--- src/rtl/dbus_sram_ctrl.sv ---
`default_nettype none
// ============================================================================
// Module   : dbus_sram_ctrl
// Purpose  : LSU data-bus slave driving a single-port 1-cycle synchronous SRAM
// Revision : 1.0 - initial release
// ============================================================================
module dbus_sram_ctrl #(
  parameter int MEM_AW      = 12,
  parameter int WAIT_STATES = 0
) (
  input  logic              clk,
  input  logic              rst_n,
  input  logic [31:0]       lsu_addr_i,
  input  logic              lsu_ld_req_i,
  input  logic              lsu_st_req_i,
  input  logic [1:0]        lsu_st_ops_i,
  input  logic [31:0]       lsu_w_data_i,
  input  logic              lsu_flush_i,
  output logic [31:0]       dbus_r_data_o,
  output logic              dbus_ack_o,
  output logic              dbus_err_o,
  output logic              mem_req_o,
  output logic              mem_we_o,
  output logic [3:0]        mem_be_o,
  output logic [MEM_AW-1:0] mem_addr_o,
  output logic [31:0]       mem_w_data_o,
  input  logic [31:0]       mem_r_data_i
);

  typedef enum logic [1:0] {
    ST_IDLE = 2'd0,
    ST_WAIT = 2'd1,
    ST_RESP = 2'd2
  } state_e;

  localparam logic [3:0] WS_INIT = 4'(WAIT_STATES);

  state_e      state_q, state_d;
  logic [3:0]  cnt_q, cnt_d;

  logic        is_st;
  logic        accept;
  logic        fault;
  logic        issue;
  logic        st_fault;
  logic        wait_ack;
  logic        resp_ack;
  logic [3:0]  st_be;
  logic [31:0] st_data;
  logic [31:0] addr_hi;

  assign is_st   = lsu_st_req_i;
  assign addr_hi = lsu_addr_i >> (MEM_AW + 2);

  // Store lane steering: narrow data is replicated so the byte enables pick the lane.
  always_comb begin
    st_be    = 4'b0000;
    st_data  = lsu_w_data_i;
    st_fault = 1'b0;
    case (lsu_st_ops_i)
      2'b01: begin
        st_be   = 4'b0001 << lsu_addr_i[1:0];
        st_data = {4{lsu_w_data_i[7:0]}};
      end
      2'b10: begin
        st_be    = lsu_addr_i[1] ? 4'b1100 : 4'b0011;
        st_data  = {2{lsu_w_data_i[15:0]}};
        st_fault = lsu_addr_i[0];
      end
      2'b11: begin
        st_be    = 4'b1111;
        st_fault = (lsu_addr_i[1:0] != 2'b00);
      end
      default: st_fault = 1'b1;
    endcase
  end

  assign fault  = (addr_hi != 32'd0) | (is_st & st_fault);
  assign accept = rst_n & (state_q == ST_IDLE) & (lsu_ld_req_i | lsu_st_req_i) & ~lsu_flush_i;
  assign issue  = accept & ~fault;

  assign mem_req_o    = issue;
  assign mem_we_o     = issue & is_st;
  assign mem_be_o     = issue ? (is_st ? st_be : 4'b1111) : 4'b0000;
  assign mem_addr_o   = issue ? lsu_addr_i[MEM_AW+1:2] : '0;
  assign mem_w_data_o = (issue & is_st) ? st_data : 32'd0;

  assign wait_ack      = (state_q == ST_WAIT) & (cnt_q == 4'd0) & ~lsu_flush_i;
  assign resp_ack      = (state_q == ST_RESP) & ~lsu_flush_i;
  assign dbus_ack_o    = wait_ack | resp_ack;
  assign dbus_err_o    = resp_ack;
  assign dbus_r_data_o = wait_ack ? mem_r_data_i : 32'd0;

  // The counter free-runs down to zero, so a flushed access keeps counting harmlessly.
  always_comb begin
    state_d = state_q;
    cnt_d   = (cnt_q != 4'd0) ? cnt_q - 4'd1 : cnt_q;
    case (state_q)
      ST_IDLE: begin
        if (accept) begin
          if (fault) begin
            state_d = ST_RESP;
          end else begin
            state_d = ST_WAIT;
            cnt_d   = WS_INIT;
          end
        end
      end
      ST_WAIT: begin
        if (lsu_flush_i || (cnt_q == 4'd0)) state_d = ST_IDLE;
      end
      ST_RESP: state_d = ST_IDLE;
      default: state_d = ST_IDLE;
    endcase
  end

  always_ff @(posedge clk or negedge rst_n) begin
    if (!rst_n) begin
      state_q <= ST_IDLE;
      cnt_q   <= 4'd0;
    end else begin
      state_q <= state_d;
      cnt_q   <= cnt_d;
    end
  end

endmodule
`default_nettype wire

--- config.mk ---
export PLATFORM = sky130hd
export DESIGN_NAME = dbus_sram_ctrl
export DESIGN_NICKNAME = d
export VERILOG_FILES = /design/src/rtl/dbus_sram_ctrl.sv
export SDC_FILE = /design/constraint.sdc
export NUM_CORES = 1
export LEC_CHECK = 0
export ABC_AREA = 1
export CAP_MARGIN = 15
export CELL_PAD_IN_SITES_DETAIL_PLACEMENT = 1
export CELL_PAD_IN_SITES_GLOBAL_PLACEMENT = 1
export CORE_UTILIZATION = 15
export CTS_CLUSTER_SIZE = 10
export DETAILED_ROUTE_END_ITERATION = 8
export GPL_TIMING_DRIVEN = 0
export PLACE_DENSITY = 0.85
export SYNTH_ARGS = -nofsm -noshare
export SYNTH_HDL_FRONTEND = slang
export SYNTH_SLANG_ARGS = --single-unit
--- constraint.sdc ---
create_clock -name clk -period 2.8 [get_ports clk]
set_input_delay 0.42 -clock clk [delete_from_list [all_inputs] [get_ports clk]]
set_output_delay 0.42 -clock clk [all_outputs]
set_load 0.05 [all_outputs]
; ---- Word level (Yosys, flattened, before mapping)
; Cells that the tools add are included.
; W data, S select, Z words.
[word_totals]
ff_bits = 6
inputBits = 103
[op_classes]
n_addsub = 1
n_eq_ne = 7
shift = 1
mux = 17
n_bitwise = 14
n_reduce_logical = 7
[op_table]
columns = op, count
row1 = $mux W32, 2
row2 = $pmux W32 S2, 1
row3 = $reduce_bool A32 Y1, 1
row4 = $mux W4, 7
row5 = $mux W12, 1
row6 = $pmux W4 S3, 1
row7 = $and A1 B1 Y1, 9
row8 = $eq A2 B2 Y1 const B, 3
row9 = $mux W2, 3
row10 = $eq A2 B1 Y1 const B, 2
row11 = $logic_not A4 Y1, 1
row12 = $pmux W2 S2, 1
row13 = $reduce_bool A4 Y1, 1
row14 = $shl A1 B2 Y4 const A, 1
row15 = $sub A4 B1 Y4 const B, 1
row16 = $or A1 B1 Y1, 3
row17 = $pmux W1 S3, 1
row18 = $logic_not A2 Y1, 1
row19 = $ne A2 B1 Y1 const B, 1
row20 = $ne A2 B2 Y1 const B, 1
row21 = $not A1 Y1, 2
row22 = $reduce_and A2 Y1, 1
row23 = $reduce_bool A2 Y1, 1
row24 = $logic_or A1 B1 Y1, 1

; ---- Longest topological paths before layout
; Gate-level depths: netlist of run 1.
[logic_depth]
ltp_word = 8
mapped_depth = 10
ltp_nobuf = 9

; ---- Least setup slack after synthesis of run 1
; OpenSTA, ideal clock, no wires.
[synth_path]
path_kind = input-to-output
startpoint = input lsu_st_ops_i[0]
endpoint = output mem_w_data_o[13]
arrival_time_ns = 2.125
t_required_ns = 2.380
path_slack_ns = 0.255
path_stages = 8
n_path_buf = 1
cell_sequence = inv_1 -> ha_1 -> clkinv_1 -> clkbuf_1 -> a21oi_1 -> o21ai_0 -> o21ai_0 -> nor2_1
[synth_between]
elab_chain_len = 8
elab_cells_between_ends = 11
cone_classes = eq/ne (3) / mux (3) / bitwise (5)
[synth_lines]
columns = element, line_no
row1 = start: declaration, 16  ; input logic [1:0] lsu_st_ops_i,
row2 = $eq A2 B2 Y1 or $eq A2 B1 Y1 (tied branches), 60  ; case (lsu_st_ops_i)
row3 = $pmux W1 S3, 60
row4 = $and A1 B1 Y1, 78  ; assign fault = (addr_hi != 32'd0) | (is_st & st_fault);
row5 = $or A1 B1 Y1, 78
row6 = $not A1 Y1, 80  ; assign issue = accept & ~fault;
row7 = $and A1 B1 Y1, 80
row8 = $and A1 B1 Y1, 86  ; assign mem_w_data_o = (issue & is_st) ? st_data : 32'd0;
row9 = $mux W32 *, 86
row10 = end: declaration, 26  ; output logic [31:0] mem_w_data_o,
; Every way passes the cells marked *; elsewhere a longest branch is shown, timed or not.

; ---- Worst setup path after layout of run 1
[layout_path]
startpoint = input lsu_st_ops_i[0]
endpoint = output mem_w_data_o[15]
; The elaborated chain is that of the path after synthesis.

==> results of run 1 <==
layout make-up:
type | instances | share of cell area
Buffer | 10 | 0.0247
Clock buffer | 3 | 0.0124
Inverter | 78 | 0.0884
Multi-Input combinational cell | 190 | 0.288
Sequential cell | 6 | 0.0449
Tap cell | 111 | 0.0416
Timing Repair Buffer | 192 | 0.500
metal layers:
layer  up-vias  part of all wire
met3         8             0.040
met4         0             0.013
met1      1157              0.38
met2        73              0.56
met5         -                 0
li1       1234                 -
where the power goes:
group          switching (mW)  total (mW)  internal [mW]
Clock                  0.0377       0.130         0.0924
Sequential             0.0255       0.144          0.119
Combinational           0.182       0.404          0.221
Total                   0.245       0.678          0.433
per-stage QoR:
step	cell area, µm²	worst slack [ns]
floorplan	1420	0.255
global route	3340	-0.00311
detailed placement	3420	-1.06
CTS	3370	0.00225
global placement	3420	-0.956
finish	3340	0.110
cells by family after synthesis:
| family | share of synthesized area |
|---|---|
| compound gates | 0.223 |
| flops | 0.106 |
| simple gates | 0.365 |
| buf+inv | 0.256 |
| xor+xnor | 0.00618 |
| fa+ha+maj | 0.0442 |
synthesized netlist by cell type, drive strengths merged:
cell and instances:
nor2 100, inv 77, o21ai 30, nand2 20, a21oi 18, a22oi 8, clkbuf 7, dfrtp 6
ha 5, buf 3, a21boi 2, nand3 2, nor3 2, clkinv 1, nand4 1, or2 1
xor2 1
worst max-delay path, cell delays in order:
cell and delay (ns):
dlygate4sd2_1 0.26, inv_1 0.11, ha_1 0.23, a21oi_2 0.16, nand2_2 0.11, a21oi_4 0.16, nand4_4 0.21, buf_6 0.23
nor2_1 0.09, buf_2 0.27
worst max-delay path by stage:
stage	start	end	slack [ns]
global route	lsu_st_ops_i[0]	mem_w_data_o[24]	-0.003
floorplan	lsu_st_ops_i[0]	mem_w_data_o[13]	0.26
global placement	lsu_st_ops_i[0]	mem_w_data_o[19]	-0.96
finish	lsu_st_ops_i[0]	mem_w_data_o[15]	0.11
detailed placement	lsu_st_ops_i[0]	mem_w_data_o[16]	-1.06
CTS	lsu_st_ops_i[1]	mem_w_data_o[10]	0.002
timing repair:
item                                    CTS  global route
pin swaps                                 3             1
gates resized for setup                 301            86
hold buffers                              0             0
gates cloned                              1             1
setup buffers                             3             1
endpoints found under the setup margin   80            82
sequential cells by signal (all words and copies together) (netlist names):
signal	cells
cnt_q	4
state_q	2
==> flow_summary_export.csv, run 1 <==
group,metric,value,unit
clock_tree,cts.sinks,6,
finish,most-common-layout-cells,"clkdlybuf4s50_1 (99), nor2_1 (93), inv_1 (76), clkbuf_2 (34), o21ai_0 (30)",
place,hpwlAfterDp,6780,µm
power,p_leak,1.92,nW
routing,vias,2472,
finish,seqCellArea,150,µm²
finish,layout-drive-gt1-share,0.240,
setup_path,worst-r2r-setup-slack,1.36,ns
sta,worstMarginPinSlew,0.519,ns
global_routing,grt_start_max_net_pins,11,
logic_synthesis,synth-warning-count,0,
clock_tree,htree_levels,1,
logic_synthesis,synth_nets,392,
setup_path,cp_data_arrival_time,2.27,ns
die,core,9200,µm²
logic_synthesis,synth_area_leaders,"nor2_1 (26%), inv_1 (20%), dfrtp_1 (11%)",
die,die_h,99.2,µm
setup_path,end_kind,"output port",
global_routing,grt_usage,0.155,
logic_synthesis,netlist_area,1420,µm²
sta,fmax,0.372,GHz
flow_run,drv_cap,0,
place,dp.cells,581,
die,initial_core_util,0.154,
finish,post-route-util,0.363,
die,row_count,35,
logic_synthesis,synth_cell_types,21,
global_routing,grt_pass1_vias,2637,
place,portBuffers,186,
setup_path,crit_fanout,10,
routing,vias_per_cell,4.19,
routing,antenna_left,0,
logic_synthesis,ys_ff_latch,6,
setup_path,reg2reg_to,"state_q[0]$_DFFE_PN0P_",
setup_path,timing.reg2reg.worst_path_depth,7,
sta,slew_headroom,0.654,
clock_tree,clk_pin_slew,0.04,ns
finish,fin_nets,589,
finish,layout.cells.non_filler,590,
logic_synthesis,syn_area_per_cell,4.99,µm²
global_routing,grt_use_met1,0.165,
setup_path,critPathLaunchType,"primary input",
power,ir_drop,178,µV
worst_hold_path,hold_path_class,"primary input to asynchronous set/reset pin",
place,gp_congestion,0.851,
die,ios,187,
sta,hold_viol,0,
sta,fin_skew,0.00654,ns
power,p_total,0.678,mW
global_routing,grt-ovfl-total,0,
global_routing,grt_use_met3,0.0169,
finish,insertedDiodeCount,0,
global_routing,grt.busiest_layer,"met2",
sta,post-route-min-period,2.69,ns
routing,drtIter0Drc,21,
logic_synthesis,ys_seq_area_frac,0.106,
global_routing,use_met2,0.324,
die,die_w,99.2,µm
sta,holdWs,0.0809,ns
finish,multiInputGateArea,961,µm²
routing,drc_errors,0,
power,p_per_area,203,nW/µm²
global_routing,grt_first_pass_wirelength,12300,µm
sta,min_period_over_period,0.961,
die,die-area,9830,µm²
logic_synthesis,synthCells,284,
clock_tree,clk_path_buf_depth,2,
finish,syn_to_final_growth,136,%
finish,fill_cells,1210,
logic_synthesis,yosysTopAreaCell,"nor2_1",
clock_tree,cts_tree,"yes",
routing,first_pass_iters,4,
setup_path,path_class,"primary input to output port",
setup_path,r2r_start,"state_q[0]$_DFFE_PN0P_",
logic_synthesis,synth_top_area_frac,0.260,
clock_tree,root_buffer,"clkbuf_8",
global_routing,antenna_found_initial,0,
routing,routed_wirelength,7970,µm
sta,slew_viol_final,0,
clock_tree,cts_buffers,3,
clock_tree,clkLatencyLatePin,0.22,ns
setup_path,cp.required,2.38,ns
sta,setup_violations,0,
run_status,status,"finished, final reports clean",
finish,final_common_cell,"clkdlybuf4s50_1",
sta,tns,0,ns
routing,wl_per_cell,13.5,µm
No activity file was read; power rests on OpenSTA's default activity.
==> inputs of run 2 (changes only) <==
- ABC_CLOCK_PERIOD_IN_PS: default -> 2800
- SLEW_MARGIN: default -> 10
==> results of run 2 <==
No change in the layout: final DEF, timing and power equal those of run 1.
==> inputs of run 3 (changes only) <==
- SETUP_SLACK_MARGIN: default -> 0.15
==> run 3 against run 2 <==
Effect of this change:
- combinational power down 1%
- global-route usage up 0.16 points
- first-iteration DRC count up 14%
- worst setup slack better by 0.15 ns
- non-clock buffer count down 1
- core utilization down 0.50 points
- sequential cell count unchanged
- critical endpoint is now dbus_err_o
==> flow_summary_export.csv, run 3 (synthesis gave the netlist of run 1 again) <==
group,metric,value,unit
global_routing,grt_first_pass_wirelength,12400,µm
sta,setup_violations,0,
finish,layout.cells.non_filler,590,
power,ir_drop,180,µV
global_routing,grt_start_max_net_pins,11,
finish,seqCellArea,150,µm²
setup_path,cp_data_arrival_time,2.12,ns
clock_tree,root_buffer,"clkbuf_8",
finish,reg.largest.list,"cnt_q x4, state_q x2",
die,die-area,9830,µm²
die,core,9200,µm²
routing,drc_errors,0,
place,portBuffers,186,
finish,multiInputGateArea,953,µm²
die,die_h,99.2,µm
global_routing,antenna_found_initial,0,
global_routing,grt-ovfl-total,0,
die,row_count,35,
global_routing,grt_usage,0.157,
die,ios,187,
clock_tree,clk_path_buf_depth,2,
finish,largest-register,"cnt_q",
clock_tree,cts_tree,"yes",
clock_tree,htree_levels,1,
sta,rsz0062_at_grt,"true",
sta,post-route-min-period,2.54,ns
clock_tree,clk_pin_slew,0.04,ns
place,placed_area,3420,µm²
setup_path,critPathLaunchType,"primary input",
finish,final_common_cell,"clkdlybuf4s50_1",
setup_path,end_kind,"output port",
sta,slew_viol_final,0,
place,hpwlAfterDp,6780,µm
die,initial_core_util,0.154,
routing,antenna_left,0,
routing,vias,2454,
routing,vias_per_cell,4.16,
worst_hold_path,hold_path_class,"primary input to asynchronous set/reset pin",
sta,fmax,0.394,GHz
finish,fin_nets,589,
finish,largest_reg_flops,4,
routing,wl_per_cell,13.4,µm
finish,fin_area,3290,µm²
setup_path,crit_fanout,3,
routing,first_pass_iters,4,
clock_tree,cts_buffers,3,
routing,routed_wirelength,7910,µm
finish,syn_to_final_growth,133,%
setup_path,path_class,"primary input to output port",
setup_path,cp.required,2.38,ns
clock_tree,clkLatencyLatePin,0.23,ns
sta,worstMarginPinSlew,0.511,ns
power,p_total,0.677,mW
sta,min_period_over_period,0.907,
power,p_leak,1.87,nW
global_routing,grt_pass1_vias,2659,
sta,hold_viol,0,
power,p_per_area,206,nW/µm²
flow_run,drv_cap,0,
run_status,status,"finished, final reports clean",
place,gp_congestion,0.851,
sta,slew_headroom,0.659,
sta,fin_skew,0.00653,ns
place,dp.cells,581,
die,die_w,99.2,µm
setup_path,worst-r2r-setup-slack,1.40,ns
routing,drtIter0Drc,24,
finish,layout-drive-gt1-share,0.242,
finish,fill_cells,1206,
finish,insertedDiodeCount,0,
finish,most-common-layout-cells,"clkdlybuf4s50_1 (98), nor2_1 (93), inv_1 (77), buf_4 (36), o21ai_0 (29)",
clock_tree,cts.sinks,6,
==> run 3: cell types whose count changed in the layout (fill, tap and decap cells not counted), sizes merged <==
cell,change
clkbuf,-10
clkdlybuf4s15,-7
clkdlybuf4s18,+1
nand2,+1
buf,+16
dlygate4sd2,+4
dlymetal6s2s,-4
clkdlybuf4s50,-1
==> run 3: power breakdown <==
group	internal [mW]	switching (mW)
Combinational	0.219	0.181
Sequential	0.119	0.0255
Clock	0.0926	0.0400
Total	0.431	0.246
==> run 3: worst max-delay path, cell delays in order <==
cell and delay, ns:
clkdlybuf4s50_1 0.48, or2_2 0.31, nor2_1 0.09, clkdlybuf4s50_1 0.82
==> run 3: timing repair <==
action | 4_1_cts | 5_1_grt
endpoints found under the setup margin | 83 | 78
buffers inserted | 4 | 0
resized for setup | 365 | 75
pin swaps | 3 | 3
cloned | 2 | 0
hold buffers | 0 | 0
==> run 3: final timing paths <==
path	start	end	cells past startpoint
setup / recovery	lsu_flush_i	dbus_err_o	4
hold / removal	rst_n	cnt_q[1]$_DFF_PN0_	1
setup reg to reg	state_q[0]$_DFFE_PN0P_	state_q[0]$_DFFE_PN0P_	7
hold reg to reg	cnt_q[0]$_DFF_PN0_	cnt_q[0]$_DFF_PN0_	2
max in group asynchronous	rst_n	cnt_q[3]$_DFF_PN0_	1
min in group clk	cnt_q[0]$_DFF_PN0_	cnt_q[0]$_DFF_PN0_	2
==> run 3: area by class of cell <==
cell class	count	area share
Tap cell	111	0.0422
Sequential cell	6	0.0456
Clock buffer	3	0.0125
Inverter	78	0.0896
Multi-Input combinational cell	191	0.289
Timing Repair Buffer	191	0.497
Buffer	10	0.0239
==> run 3: metal layers <==
| metal | global-route usage | wire length (µm) |
|---|---|---|
| met2 | 0.324 | 4390 |
| met3 | 0.0176 | 318 |
| met1 | 0.168 | 3080 |
| met4 | 0.0339 | 120 |
| met5 | 0 | 0 |
==> run 3: metrics by stage <==
step | setup slack (ns) | hold WS, ns | util | setup TNS (ns)
4_1_cts | 0.0539 | 0.193 | 0.371 | 0
5_1_grt | 0.136 | 0.203 | 0.358 | 0
3_5_place_dp | -1.06 | 0.610 | 0.372 | -42.31
2_1_floorplan | 0.255 | 0.124 | - | 0
3_3_place_gp | -0.956 | 0.566 | 0.372 | -37.41
6_report | 0.262 | 0.195 | 0.358 | 0
